===== src/rtl/instr_fetch.sv =====
// Instruction fetch unit: one outstanding memory request, single-entry
// instruction buffer toward the core, redirect with stale-response kill.
module instr_fetch #(
   parameter int                    REGWIDTH = 32,
   parameter logic [REGWIDTH-1:0]   RESET_PC = '0
) (
   input  logic                clk,
   input  logic                rst,
   output logic                imem_req,
   output logic [REGWIDTH-1:0] imem_addr,
   input  logic                imem_rvalid,
   input  logic [REGWIDTH-1:0] imem_rdata,
   output logic                inst_valid,
   input  logic                inst_ready,
   output logic [REGWIDTH-1:0] inst,
   output logic [REGWIDTH-1:0] pc_out,
   input  logic                redirect,
   input  logic [REGWIDTH-1:0] redirect_pc,
   output logic                misaligned
);

   typedef enum logic [1:0] {
      FETCH,
      WAIT,
      HOLD
   } state_t;

   localparam logic [REGWIDTH-1:0] PC_STEP = REGWIDTH'(4);

   state_t              state_q, state_d;
   logic [REGWIDTH-1:0] fetch_pc_q, fetch_pc_d;
   logic                kill_q, kill_d;
   logic                inst_valid_d;
   logic [REGWIDTH-1:0] inst_d, pc_out_d;
   logic                misaligned_d;

   // Reset gates the request so nothing leaks out while rst is low.
   assign imem_req  = rst && (state_q == FETCH) && !redirect;
   assign imem_addr = fetch_pc_q;

   always_comb begin
      // NOTE: every signal gets a default before any branch, otherwise a
      // path that skips an assignment infers a latch.
      state_d      = state_q;
      fetch_pc_d   = fetch_pc_q;
      kill_d       = kill_q;
      inst_valid_d = inst_valid;
      inst_d       = inst;
      pc_out_d     = pc_out;
      misaligned_d = 1'b0;

      if (redirect) begin
         fetch_pc_d   = {redirect_pc[REGWIDTH-1:2], 2'b00};
         inst_valid_d = 1'b0;
         misaligned_d = |redirect_pc[1:0];
         if (state_q == WAIT && !imem_rvalid) begin
            // The in-flight response still has to come back; discard it then.
            kill_d = 1'b1;
         end else begin
            kill_d  = 1'b0;
            state_d = FETCH;
         end
      end else begin
         unique case (state_q)
            FETCH: state_d = WAIT;
            WAIT: begin
               if (imem_rvalid) begin
                  if (kill_q) begin
                     kill_d  = 1'b0;
                     state_d = FETCH;
                  end else begin
                     inst_d       = imem_rdata;
                     pc_out_d     = fetch_pc_q;
                     inst_valid_d = 1'b1;
                     fetch_pc_d   = fetch_pc_q + PC_STEP;
                     state_d      = HOLD;
                  end
               end
            end
            HOLD: begin
               if (inst_ready) begin
                  inst_valid_d = 1'b0;
                  state_d      = FETCH;
               end
            end
            default: state_d = FETCH;
         endcase
      end
   end

   // NOTE: sequential state uses non-blocking assignments so every register
   // samples the pre-edge values regardless of statement order.
   always_ff @(posedge clk or negedge rst) begin
      if (!rst) begin
         state_q    <= FETCH;
         fetch_pc_q <= RESET_PC;
         kill_q     <= 1'b0;
         inst_valid <= 1'b0;
         inst       <= '0;
         pc_out     <= '0;
         misaligned <= 1'b0;
      end else begin
         state_q    <= state_d;
         fetch_pc_q <= fetch_pc_d;
         kill_q     <= kill_d;
         inst_valid <= inst_valid_d;
         inst       <= inst_d;
         pc_out     <= pc_out_d;
         misaligned <= misaligned_d;
      end
   end

endmodule


===== config.mk =====
export PLATFORM = sky130hd
export DESIGN_NAME = instr_fetch
export DESIGN_NICKNAME = d
export VERILOG_FILES = /design/src/rtl/instr_fetch.sv
export SDC_FILE = /design/constraint.sdc
export NUM_CORES = 1
export LEC_CHECK = 0
export CAP_MARGIN = 0
export CORE_UTILIZATION = 47
export DETAILED_ROUTE_END_ITERATION = 8
export PLACE_DENSITY = 0.83
export SETUP_SLACK_MARGIN = 0.1
export SYNTH_ARGS = -nofsm -noshare
export SYNTH_HDL_FRONTEND = slang
export SYNTH_SLANG_ARGS = --single-unit

===== constraint.sdc =====
create_clock -name clk -period 6.7 [get_ports clk]
set_clock_uncertainty 0.1 [all_clocks]
set_input_delay 1.005 -clock clk [delete_from_list [all_inputs] [get_ports clk]]
set_output_delay 1.005 -clock clk [all_outputs]
set_load 0.02 [all_outputs]

# Yosys cells after proc, flatten, opt, wreduce, memory -nomap -nowiden
# Cells that the tools add are included.
# W data, S select, Z words.
dict set report classes {
  n_addsub 1
  mux 20
  n_eq_ne 7
  n_reduce_logical 15
  bitwise_logic 2
}
# op n
set op_table {}
lappend op_table {{$mux W32} 4}
lappend op_table {{$add A32 B3 Y32 const B} 1}
lappend op_table {{$mux W2} 5}
lappend op_table {{$mux W1} 9}
lappend op_table {{$ne A3 B3 Y1 const B} 3}
lappend op_table {{$reduce_and A4 Y1} 2}
lappend op_table {{$pmux W2 S3} 1}
lappend op_table {{$reduce_and A3 Y1} 2}
lappend op_table {{$ne A2 B2 Y1 const B} 2}
lappend op_table {{$reduce_bool A2 Y1} 2}
lappend op_table {{$logic_and A1 B1 Y1} 3}
lappend op_table {{$reduce_bool A3 Y1} 1}
lappend op_table {{$eq A2 B1 Y1 const B} 1}
lappend op_table {{$eq A2 B2 Y1 const B} 1}
lappend op_table {{$logic_not A1 Y1} 2}
lappend op_table {{$logic_not A2 Y1} 1}
lappend op_table {{$not A1 Y1} 2}
lappend op_table {{$pmux W1 S2} 1}
lappend op_table {{$reduce_and A2 Y1} 1}
lappend op_table {{$reduce_or A2 Y1} 1}
dict set report word_totals {
  word_cells 52
  inputBits 69
  regBits 101
  out_inout_bits 99
}

# Longest topological paths before layout
# Gate-level depths: netlist of run 1.
dict set report depth {
  ltp_word 5
  mapped_depth 7
}

# Worst setup path before layout of run 1
# OpenSTA, ideal clock, no wires.
dict set report synth_path {
  kind {input to output}
  from {in redirect}
  to {out imem_req}
  arrival_ns 1.979
  cell_stages 2
  path_slack_ns 3.616
  path_buffers 1
  required_ns 5.595
  cell_sequence {clkbuf_1 -> nor4b_1}
}
dict set report synth_via {
  elab_chain_cells 2
}
# element line
set synth_lines {}
lappend synth_lines {{from (decl)} 17} ;# input logic redirect,
lappend synth_lines {{$logic_not A1 Y1} 38} ;# assign imem_req = rst && (state_q == FETCH) && !redirect;
lappend synth_lines {{$logic_and A1 B1 Y1} 38}
lappend synth_lines {{to (decl)} 9} ;# output logic imem_req,
# Every way passes these cells.

# Worst setup path after layout of run 1
# Ends and elaborated chain as after synthesis.

==> flow_metrics.env, run 1 <==
export IMPL_cts_hold_buf=0
export IMPL_finalSetupViolCount=0
export IMPL_finalMaxSlewViolations=0
export IMPL_num_vias=3521
export IMPL_yosys_most_used_dff="dfrtp_1"
export IMPL_drtPass1Iterations=7
export IMPL_max_freq_ghz=0.236
export IMPL_postRouteAntennaNets=0
export IMPL_maxCapViolations=0
export IMPL_yosys_area_top_type="dfrtp_1"
export IMPL_postSynthAreaPerCell_um2=11.8
export IMPL_cts_resized=0
export IMPL_worstReg2RegStart="state_q[1]"
export IMPL_cts_sinks=97
export IMPL_vias_per_cell=5.54
export IMPL_wl_met2_um=5250
export IMPL_wl_per_cell_um=17.2
export IMPL_die_w_um=98
export IMPL_status="finished with violations"
export IMPL_r2r_slack_ns=4.16
export IMPL_cp_common_cell="clkdlybuf4s50_1"
export IMPL_highest_layer="met4"
export IMPL_min_path_type="reg -> reg"
export IMPL_grt_start_max_net_pins=65
export IMPL_path_cells="clkdlybuf4s50_1 -> nor4b_1 -> clkdlybuf4s50_1"
export IMPL_ys_types=37
export IMPL_drt_total_wl_um=10900
export IMPL_fp_row_count=34
export IMPL_hold_violations=0
export IMPL_ir_drop_v=0.000250
export IMPL_grt_usage_pct=23.5
export IMPL_dieArea_mm2=0.00960
export IMPL_synth_commonest_cells="dfrtp_1, mux2_2, nor2_1"
export IMPL_min_period_ns=4.23
export IMPL_core_area_mm2=0.00881
export IMPL_syn_to_final_growth_pct=44.0
export IMPL_n_fill_cell=665
export IMPL_arrival_ns=3.13
export IMPL_powerDensity_mw_per_mm2=384
export IMPL_n_antenna_cell=0
export IMPL_dp_hpwl_um=7750
export IMPL_cts_root_buffer="clkbuf_8"
export IMPL_end_kind="output port"
export IMPL_drtIter0Drc=170
export IMPL_drc_errors=13
export IMPL_yosysSeqAreaShare_pct=56.0
export IMPL_dp_cells=621
export IMPL_synth_edf_count=0
export IMPL_whs_path_depth=1
export IMPL_io_pins=168
export IMPL_gp_congestion=0.808
export IMPL_synth_top_area_share_pct=56.0
export IMPL_hold_path_startpoint="inst[5]"
export IMPL_tns_ns=0
export IMPL_drive_gt1_share_pct=15.5
export IMPL_grt_setup_unrepaired="no"
export IMPL_fin_nets=594
export IMPL_tightest_slew_ns=1.13
export IMPL_synth_area_leaders="dfrtp_1, mux2_2, or4_1, a31oi_1, o31ai_1"
export IMPL_yosysMostFrequentCell="dfrtp_1"
export IMPL_m1WireLength_um=4710
export IMPL_critical_path_max_stage_delay_ns=0.97
export IMPL_antenna_found_initial=0
export IMPL_leakage_uw=0.00246
export IMPL_async_flop_share_pct=100
export IMPL_initial_core_util_pct=49.2
export IMPL_period_share_pct=63.2
export IMPL_finalNonFillerCells=636
export IMPL_cts_tree="yes"
export IMPL_gr_total_overflow=0
export IMPL_grt_pass1_wl_um=17900
export IMPL_reg2regPathDepth=5
export IMPL_post_cts_setup_buffer_count=0
export IMPL_slew_headroom_pct=24.8
export IMPL_reg2reg_to="imem_addr[19]"
export IMPL_critPathLaunch="redirect"
export IMPL_grt_pass1_vias=3459
export IMPL_place_port_buffers=163
export IMPL_violations="DRC"
export IMPL_cts_max_path_buffers=2
export IMPL_wl_met3_um=884
export IMPL_hold_path_endpoint="inst[5]"
export IMPL_die_h_um=98
export IMPL_cts_buffers=9
export IMPL_yosys_warnings=0
export IMPL_criticalPathCategory="in -> out"
export IMPL_required_ns=5.59
export IMPL_htreeDepth=3
export IMPL_synthCells=367
export IMPL_slowest_stage="clkdlybuf4s50_1"
export IMPL_cp_start_kind="input pin"
export IMPL_path_max_fanout=31
export IMPL_ys_ff_latch=97
export IMPL_cts_clk_slew_worst_paths_ns=0.09
export IMPL_syn_area_mm2=0.00433
export IMPL_clk_latency_ns=0.36
[through the flow]
stage	total power (uW)	setup slack [ns]	utilization, %	hold WS [ns]	cell area (um2)
after floorplan	1450	3.62	-	0.401	4340
after global placement	1970	2.50	68.5	0.389	6030
after detailed placement	2000	2.48	68.5	0.394	6030
after CTS	2410	2.48	70.9	0.416	6240
after global routing	2520	2.33	70.9	0.433	6240
final	2390	2.47	70.9	0.412	6240
[state kept, by name (all words and copies together) (netlist names)]
name and cells:
imem_addr 30, misaligned 1, pc_out 30, inst 32, state_q 2, inst_valid 1
kill_q 1
[cell type report]
class / count / area (um2) / share of cell area [%]
clock buffers: 10 / 128 / 2.05
clock inverters: 5 / 81.3 / 1.30
inverters: 5 / 18.8 / 0.301
multi-input cells: 245 / 1800 / 28.8
flip-flops and latches: 97 / 2430 / 38.9
well taps: 108 / 135 / 2.17
repair buffers: 166 / 1650 / 26.5
[critical path: cells and delay by family]
kind                   cells  cell delay, ns
buffers and inverters      2            1.63
AND/OR/NAND/NOR            1            0.48
[metal layers]
| layer | vias to the layer above | global-route usage [%] |
|---|---|---|
| met4 | 0 | 6.88 |
| met3 | 5 | 6.87 |
| met2 | 137 | 36.8 |
| met1 | 1719 | 31.9 |
| met5 | - | 0 |
| li1 | 1660 | - |
[how the worst max path moves through the flow]
stage	to	slack, ns	cells after the start
floorplan	imem_req	3.62	2
global placement	imem_req	2.50	3
detailed placement	imem_req	2.48	3
CTS	imem_req	2.48	3
global route	imem_req	2.33	3
finish	imem_req	2.47	3
[cells in the final DEF (no fill, tap or decap), drive strengths merged, types with 2 or more instances in the layout]
master	synthesis	routed
a211oi	2	2
a21oi	2	2
a31oi	18	18
and3	7	7
and4	3	3
buf	7	4
bufinv	0	2
clkbuf	16	10
clkdlybuf4s50	0	162
clkinv	0	2
conb	1	4
dfrtp	97	97
inv	5	5
mux2	62	62
nand2	22	22
nand3	15	15
nand4	7	7
nand4b	2	2
nor2	27	27
nor3	2	2
nor4b	2	2
o21ai	15	15
o31ai	14	14
or3	5	5
or4	16	16
xnor2	3	3
xor2	6	6
[where the power goes]
part / total [uW] / switching [uW] / internal (uW)
Combinational: 1050 / 484 / 565
Sequential: 935 / 138 / 797
Clock: 410 / 201 / 209
Total: 2390 / 823 / 1570
[cells by family (layout without fill, tap and decap cells)]
family	Yosys count	after routing	share of synthesized area (%)
AOI/OAI and AO/OA	54	54	7.91
xor gates and xnor gates	9	9	1.82
adders and majority gates	1	1	0.289
and+or+nand+nor	114	114	14.6
other	1	4	0.0866
muxes	63	63	16.3
DFF	97	97	56.0
buffers and inverters	28	186	2.89
No activity file was read; power rests on OpenSTA's default activity.
==> inputs of run 2 (changes only) <==
- CORE_UTILIZATION: 47 -> 40
- PLACE_DENSITY: 0.83 -> 0.75
- clock period: 6.7 -> 3.6 ns (I/O delays scaled with it)
==> flow_metrics.env, run 2 (same netlist as run 1, synthesis figures left out) <==
export IMPL_hold_violations=0
export IMPL_wl_per_cell_um=16.7
export IMPL_io_pins=168
export IMPL_leakage_uw=0.00248
export IMPL_dp_slack_ns=0.557
export IMPL_fp_row_count=37
export IMPL_gp_congestion=0.781
export IMPL_dieArea_mm2=0.0112
export IMPL_fin_area_mm2=0.00630
export IMPL_final_util_pct=60.5
export IMPL_min_path_type="in -> async"
export IMPL_core_area_mm2=0.0104
export IMPL_end_kind="output port"
export IMPL_slowest_stage="clkdlybuf4s50_1"
export IMPL_die_w_um=106
export IMPL_cts_resized=0
export IMPL_grt_pass1_wl_um=18100
export IMPL_drt_total_wl_um=11200
export IMPL_dp_hpwl_um=8220
export IMPL_cts_clk_slew_worst_paths_ns=0.10
export IMPL_place_port_buffers=163
export IMPL_cp_common_cell="clkdlybuf4s50_1"
export IMPL_worst_path_buf_inv=2
export IMPL_drtPass1Iterations=4
export IMPL_cts_buffers=9
export IMPL_met2_usage_pct=33.5
export IMPL_largest_reg_flops=32
export IMPL_drive_gt1_share_pct=16.3
export IMPL_grt_usage_pct=20.5
export IMPL_slew_headroom_pct=31.2
export IMPL_postRouteAntennaNets=0
export IMPL_total_power_uw=4410
export IMPL_htreeDepth=3
export IMPL_maxCapViolations=0
export IMPL_n_antenna_cell=0
export IMPL_drtIter0Drc=153
export IMPL_drc_errors=0
export IMPL_status="finished clean"
export IMPL_n_fill_cell=837
export IMPL_arrival_ns=2.13
export IMPL_path_max_fanout=2
export IMPL_max_freq_ghz=0.361
export IMPL_grt_busiest_layer="met2"
export IMPL_cts_hold_buf=0
export IMPL_required_ns=2.96
export IMPL_final_cell_mix="clkdlybuf4s50_1, dfrtp_1, mux2_2, nor2_1, nand2_1"
export IMPL_powerDensity_mw_per_mm2=701
export IMPL_cts_tree="yes"
export IMPL_criticalPathCategory="in -> out"
export IMPL_crit_family="buffers and inverters"
export IMPL_period_share_pct=77.0
export IMPL_fin_ws_ns=0.827
export IMPL_critical_path_max_stage_delay_ns=0.69
export IMPL_path_cells="clkdlybuf4s50_1 -> nor4b_1 -> clkdlybuf4s50_1"
export IMPL_met3_usage_pct=5.09
export IMPL_placed_area_mm2=0.00610
export IMPL_fin_nets=599
export IMPL_min_period_ns=2.77
export IMPL_grt_pass1_vias=3552
export IMPL_syn_to_final_growth_pct=45.4
export IMPL_cts_sinks=97
export IMPL_grt_setup_unrepaired="no"
export IMPL_cts_max_path_buffers=2
export IMPL_regMostFlops="inst"
export IMPL_clk_latency_ns=0.35
export IMPL_grt_start_max_net_pins=55
export IMPL_cp_start_kind="input pin"
export IMPL_cts_root_buffer="clkbuf_8"
export IMPL_tightest_slew_ns=1.03
export IMPL_gr_total_overflow=0
export IMPL_grt_util_met1_pct=27.1
export IMPL_tns_ns=0
export IMPL_finalSetupViolCount=0
export IMPL_num_vias=3587
export IMPL_antenna_found_initial=0
export IMPL_die_h_um=106
export IMPL_post_cts_setup_buffer_count=0
export IMPL_final_common_cell="clkdlybuf4s50_1"
export IMPL_initial_core_util_pct=41.6
export IMPL_finalMaxSlewViolations=0
export IMPL_ir_drop_v=0.000412
export IMPL_vias_per_cell=5.35
run 2: stage by stage:
| stage | hold slack [ns] | cells |
|---|---|---|
| after CTS | 0.213 | 670 |
| final | 0.205 | 670 |
| after detailed placement | 0.395 | 654 |
| after global routing | 0.248 | 670 |
| after floorplan | 0.144 | 370 |
| after global placement | 0.387 | 654 |
run 2: worst paths after layout:
path | endpoint | slack (ns) | start | depth (start not counted)
max | imem_req | 0.83 | redirect | 3
min | pc_out[18] | 0.21 | rst | 2
max reg2reg | imem_addr[30] | 1.13 | state_q[1] | 4
min reg2reg | pc_out[30] | 0.41 | pc_out[30] | 1
max in group asynchronous | inst[29] | 2.09 | rst | 3
min in group clk | pc_out[30] | 0.41 | pc_out[30] | 1
run 2: where the power goes:
group,internal [uW],leakage (uW),switching (uW)
combinational,1060,0.00124,908
sequential,1480,0.00114,250
clock,329,0.0000945,388
total,2870,0.00248,1550
run 2: cell type report:
type | count | area (um2) | share of cell area, %
Clock buffer | 11 | 131 | 2.09
Timing Repair Buffer | 171 | 1690 | 26.8
Inverter | 5 | 18.8 | 0.298
Clock inverter | 5 | 63.8 | 1.01
Multi-Input combinational cell | 245 | 1800 | 28.5
Sequential cell | 97 | 2430 | 38.5
Tap cell | 136 | 170 | 2.70
run 2: routing by layer:
metal	up-vias	part of all wire (%)	wire length [um]
li1	1671	-	-
met1	1763	43	4780
met2	139	49	5430
met3	14	7.1	796
met4	0	1.4	161
met5	-	0	0
